[config.mk]
export PLATFORM = sky130hd
export DESIGN_NAME = tcd1304_ch_arbiter
export DESIGN_NICKNAME = d
export VERILOG_FILES = /design/src/rtl/de3cd_pkg.sv /design/src/rtl/rr_arbiter.sv /design/src/rtl/tcd1304_ch_arbiter.sv
export SDC_FILE = /design/constraint.sdc
export NUM_CORES = 1
export LEC_CHECK = 0
export CAP_MARGIN = 15
export CORE_MARGIN = 2
export CORE_UTILIZATION = 45
export CTS_BUF_LIST = sky130_fd_sc_hd__clkbuf_4
export DETAILED_ROUTE_END_ITERATION = 10
export PLACE_DENSITY = 0.74
export SYNTH_ARGS = -nofsm -noshare
export SYNTH_HDL_FRONTEND = slang
export SYNTH_SLANG_ARGS = --single-unit
[constraint.sdc]
create_clock -name clk -period 3.9 [get_ports clk]
set_input_delay 0.39 -clock clk [delete_from_list [all_inputs] [get_ports clk]]
set_output_delay 0.39 -clock clk [all_outputs]
set_load 0.005 [all_outputs]
[src/rtl/de3cd_pkg.sv]
// Shared sizing and the per-channel holding-register layout for the tcd1304 channel merger.
package de3cd_pkg;

  localparam int NCH = 10;
  localparam int DW  = 16;
  localparam int IDW = 4;

  typedef struct packed {
    logic [DW-1:0] data;
    logic          sof;
    logic          full;
  } hold_t;

  localparam hold_t HOLD_EMPTY = '0;

endpackage

[src/rtl/rr_arbiter.sv]
// Round-robin arbiter: one-hot grant plus binary index, pointer advances only when en_i is high.
module rr_arbiter
  import de3cd_pkg::*;
#(
  parameter int N  = NCH,
  parameter int IW = IDW
) (
  input  logic          clk,
  input  logic          rst_n,
  input  logic [N-1:0]  req_i,
  input  logic          en_i,
  output logic [N-1:0]  gnt_o,
  output logic [IW-1:0] idx_o,
  output logic          any_o
);

  logic [IW-1:0]        last_q;
  logic [IW-1:0]        last_d;
  logic [N-1:0]         hi_mask;
  logic [N-1:0]         hi_req;
  logic [N-1:0]         pick;
  logic [N:0][IW-1:0]   idx_acc;

  genvar gi;
  for (gi = 0; gi < N; gi++) begin : g_mask
    assign hi_mask[gi] = (IW'(gi) > last_q);
  end

  // Requests above the last winner take precedence; otherwise wrap to the lowest request.
  assign hi_req = req_i & hi_mask;
  assign pick   = (|hi_req) ? hi_req : req_i;
  assign gnt_o  = pick & (~pick + N'(1));
  assign any_o  = |req_i;

  assign idx_acc[0] = '0;
  for (gi = 0; gi < N; gi++) begin : g_enc
    assign idx_acc[gi+1] = idx_acc[gi] | (gnt_o[gi] ? IW'(gi) : '0);
  end
  assign idx_o = idx_acc[N];

  always_comb begin
    last_d = last_q;
    if (en_i && any_o) begin
      last_d = idx_o;
    end
  end

  always_ff @(posedge clk) begin
    if (!rst_n) begin
      last_q <= IW'(N - 1);
    end else begin
      last_q <= last_d;
    end
  end

endmodule

[src/rtl/tcd1304_ch_arbiter.sv]
// Merges NCH tcd1304 sample streams into one ready/valid word stream through
// per-channel one-entry holds and a round-robin grant, flagging dropped samples.
module tcd1304_ch_arbiter #(
  parameter int NCH = de3cd_pkg::NCH,
  parameter int DW  = de3cd_pkg::DW
) (
  input  logic                          clk,
  input  logic                          rst_n,
  input  logic [NCH*DW-1:0]             tcd1304_dout,
  input  logic [NCH-1:0]                tcd1304_valid,
  input  logic [NCH-1:0]                tcd1304_frame_start,
  input  logic [NCH-1:0]                ch_enable,
  input  logic                          ovf_clear,
  output logic [DW-1:0]                 m_tdata,
  output logic [de3cd_pkg::IDW-1:0]     m_tid,
  output logic                          m_tsof,
  output logic                          m_tvalid,
  input  logic                          m_tready,
  output logic [NCH-1:0]                ovf_flag
);

  localparam int IDW = de3cd_pkg::IDW;

  logic [NCH-1:0]          req;
  logic [NCH-1:0]          gnt;
  logic [NCH-1:0]          ovf_set;
  logic [IDW-1:0]          gnt_idx;
  logic                    gnt_any;
  logic                    load;
  logic [NCH:0][DW-1:0]    data_acc;
  logic [NCH:0]            sof_acc;

  logic [DW-1:0]           tdata_q, tdata_d;
  logic [IDW-1:0]          tid_q, tid_d;
  logic                    tsof_q, tsof_d;
  logic                    tvalid_q, tvalid_d;
  logic [NCH-1:0]          ovf_q, ovf_d;

  // The output register accepts a new word whenever it is empty or being drained.
  assign load = (~tvalid_q | m_tready) & gnt_any;

  rr_arbiter #(
    .N  (NCH),
    .IW (IDW)
  ) u_rr (
    .clk   (clk),
    .rst_n (rst_n),
    .req_i (req),
    .en_i  (load),
    .gnt_o (gnt),
    .idx_o (gnt_idx),
    .any_o (gnt_any)
  );

  assign data_acc[0] = '0;
  assign sof_acc[0]  = 1'b0;

  genvar gi;
  for (gi = 0; gi < NCH; gi++) begin : g_ch
    de3cd_pkg::hold_t hold_q;
    de3cd_pkg::hold_t hold_d;
    logic             fire;
    logic             granted;

    assign fire           = tcd1304_valid[gi] & ch_enable[gi];
    assign granted        = load & gnt[gi];
    assign req[gi]        = hold_q.full & ch_enable[gi];
    assign ovf_set[gi]    = fire & hold_q.full & ~granted;
    assign data_acc[gi+1] = data_acc[gi] | (gnt[gi] ? hold_q.data : '0);
    assign sof_acc[gi+1]  = sof_acc[gi] | (gnt[gi] & hold_q.sof);

    // A hold being drained this cycle can take a fresh sample without loss.
    always_comb begin
      hold_d = hold_q;
      if (!ch_enable[gi]) begin
        hold_d = de3cd_pkg::HOLD_EMPTY;
      end else if (fire && (!hold_q.full || granted)) begin
        hold_d.data = tcd1304_dout[gi*DW +: DW];
        hold_d.sof  = tcd1304_frame_start[gi];
        hold_d.full = 1'b1;
      end else if (granted) begin
        hold_d.full = 1'b0;
      end
    end

    always_ff @(posedge clk) begin
      if (!rst_n) begin
        hold_q <= de3cd_pkg::HOLD_EMPTY;
      end else begin
        hold_q <= hold_d;
      end
    end
  end

  always_comb begin
    tvalid_d = tvalid_q;
    tdata_d  = tdata_q;
    tid_d    = tid_q;
    tsof_d   = tsof_q;
    if (load) begin
      tvalid_d = 1'b1;
      tdata_d  = data_acc[NCH];
      tid_d    = gnt_idx;
      tsof_d   = sof_acc[NCH];
    end else if (m_tready) begin
      tvalid_d = 1'b0;
    end
  end

  // A new overflow in the same cycle as a clear leaves the flag set.
  assign ovf_d = (ovf_q & ~{NCH{ovf_clear}}) | ovf_set;

  always_ff @(posedge clk) begin
    if (!rst_n) begin
      tvalid_q <= 1'b0;
      tdata_q  <= '0;
      tid_q    <= '0;
      tsof_q   <= 1'b0;
      ovf_q    <= '0;
    end else begin
      tvalid_q <= tvalid_d;
      tdata_q  <= tdata_d;
      tid_q    <= tid_d;
      tsof_q   <= tsof_d;
      ovf_q    <= ovf_d;
    end
  end

  assign m_tvalid = tvalid_q;
  assign m_tdata  = tdata_q;
  assign m_tid    = tid_q;
  assign m_tsof   = tsof_q;
  assign ovf_flag = ovf_q;

endmodule
==> metrics.txt, run 1 <==
Placeable Area 19,600 µm²; delay-heaviest family, CP simple AND/OR/NAND/NOR gates; Slew HR 26.6%; CP max stage cell and2_1; Nets 1,427; H-tree levels 2; Routed wire per std cell 19.6 µm; synth top area cells dfxtp_1, mux2i_1, nor2_1; cts hold-fix bufs 0; Worst path max stage delay 0.79 ns; status complete, no violations; number of global-route vias before repair 8,484; Layout Skew 0.0771 ns; Cells after DPL 1,442; HPWL after DPL 21,700 µm; Post-CTS Setup Repair Bufs 0; crit share post-route 94.0%; Vias/cell 5.59; Worst R2R Start m_tid[1]; min-delay src tcd1304_dout[73]; drt first-iter violations 680; Clock Latency Late Sink 0.69 ns; async set or reset register ratio after synthesis 0%; final setup TNS 0 ns; Synth Net Count 1,160; ANT nets after route 0; number of flops mapped to enable cells by yosys 0; RSZ-0062 raised after global routing false; met3 usage 5.89%; Startpoint Class register; die footprint 21,300 µm²; first-pass GRT wire length 46,500 µm; Die Ht 146 µm; post-route minimum period 3.67 ns; top cells by count, synth dfxtp_1, nor2_1, mux2i_1; antenna violations before repair 1; grt met1 use 37.0%; row count 51; crit path launch m_tid[1]; Remaining DRCs 0; routability cong. 0.922; cell taking the most area after synthesis dfxtp_1; utilization after layout 63.5%; largest net degree at the start of global routing 21; layout cells sized above 1 12.6%; Layout Cells excl Fill 1,537; Max Cap Viol 0; Avg Synthesized Cell Area 9.36 µm²; post-CTS sizing 0; CTS tree yes; crit-path cells buf_4 > o31a_1 > o221ai_1 > or4_1 > o31ai_1 > and2_1 > a222oi_1 > and3_1 > a21oi_1; Starting Density 46.2%; YS warnings 0; Bufs on Longest Clock Path 3; Mapped Area 9040 µm²; hold slack final 0.278 ns; Port Buf Inserts 225; PD cells 405 nW/µm²; Hold Crit Class in2reg; Top Usage Layer GRT met2; clk slew on worst S/H paths 0.07 ns; I/O pins 226; Setup Crit Path Kind reg2reg; crit end category register; Clock Sinks 214; Syn Inst Count 966; Slew @ Worst Pin 1.09 ns; Num CTS Buffers 54; Leak Pwr 4.52 nW; Critical Path RT 4.49 ns; met2 usage 43.9%; Seq/Total Area, Yosys 47.4%; Area growth syn-to-layout 37.5%; Root Driver clkbuf_4; most common cell in the netlist dfxtp_1; Yosys reg bits 214; post-synth top area share 47.4%; DR pass1 iterations 5; Pwr Total 5.04 mW; Max VDD drop 0.000218 V; Most used DFF post-synth dfxtp_1; Unique masters post-synth 62; setup violators final 0; CP arrival 4.25 ns; Final Max Tran Viols 0; Die Wd 146 µm; final wirelength 30,100 µm; Crit path buffers/inverters 1; critical-path maximum fanout 19; Final Hold Fails 0; gr ovfl total 0; vias post-DR 8,597; fmax 273 MHz; gr usage total 27.4%; R2R Setup Slk 0.23 ns
## layout by cell type (no fill, tap or decap), types with 3 or more instances in the layout
master | Yosys | final
clkdlybuf4s50_1 | 0 | 225
dfxtp_1 | 214 | 214
nor2_1 | 154 | 154
mux2i_1 | 136 | 136
nand2_1 | 110 | 110
clkbuf_4 | 0 | 82
a21oi_1 | 66 | 66
buf_4 | 12 | 39
a222oi_1 | 35 | 35
o21ai_0 | 28 | 28
and3_1 | 20 | 20
a22oi_1 | 17 | 17
a221oi_1 | 17 | 17
nand3_1 | 11 | 11
buf_12 | 0 | 8
nand4_1 | 7 | 7
clkinv_1 | 1 | 7
and2_1 | 6 | 6
a21boi_0 | 5 | 5
or4_1 | 4 | 4
nor3_1 | 4 | 4
diode_2 | 0 | 3
a31oi_1 | 3 | 3
o31ai_4 | 3 | 3
nor4_1 | 3 | 3
o22ai_2 | 0 | 3
o31ai_1 | 3 | 3
a21oi_2 | 3 | 3
a21oi_4 | 3 | 3
inv_1 | 3 | 3
## sequential cells by signal, summed over array words and instances (netlist names)
name         cells
g_ch.hold_q    180
m_tdata         16
ovf_flag        10
m_tid            4
u_rr.last_q      2
m_tsof           1
m_tvalid         1
## final cells by class
type	count	area, µm²
Antenna cell	3	7.51
Tap cell	265	332
Timing Repair Buffer	272	2710
Sequential cell	214	4280
Fill cell	1691	7150
Inverter	4	15.0
Clock buffer	82	616
Clock inverter	10	43.8
Multi-Input combinational cell	687	4440
## final timing paths
path                                      endpoint  cells after the start
worst max-delay path                    m_tdata[9]                      9
worst min-delay path            g_ch[4].hold_q[11]                      3
worst max register to register          m_tdata[9]                      9
worst min register to register   g_ch[0].hold_q[9]                      2
## worst min-delay path: cells and delay by family
family                 cells  cell delay (ns)
AO/OA/AOI/OAI              1             0.05
buffers and inverters      1             0.40
AND/OR/NAND/NOR            1             0.07
## power breakdown
| part | total, mW | switching [mW] | leakage (nW) | internal, mW |
|---|---|---|---|---|
| clock network | 1.84 | 0.891 | 0.399 | 0.950 |
| logic | 0.863 | 0.425 | 2.38 | 0.438 |
| registers | 2.33 | 0.0685 | 1.74 | 2.27 |
## logic make-up after synthesis
| family | share of synthesized area, % |
|---|---|
| mux | 15.1 |
| simple gates | 16.6 |
| compound gates | 17.1 |
| buf+inv | 3.87 |
| flops | 47.4 |
## metal layers
layer | up-vias | part of all wire, %
met5 | - | 0
met4 | 0 | 2.0
met3 | 51 | 8.6
met2 | 420 | 45
met1 | 4062 | 44
li1 | 4064 | -
## metrics by stage
stage,setup slack [ns],instance area (µm²)
final,0.235,12400
after floorplan,1.11,9040
after CTS,0.367,12400
after detailed placement,0.102,11800
after global routing,0.142,12400
after global placement,0.124,11800
Power figures use the tool's default switching activity.
==> run 2, diff against run 1 <==
SKIP_LAST_GASP = 1   (was default)
==> results of run 2 <==
Final layout, timing and power as in run 1 (identical DEF).
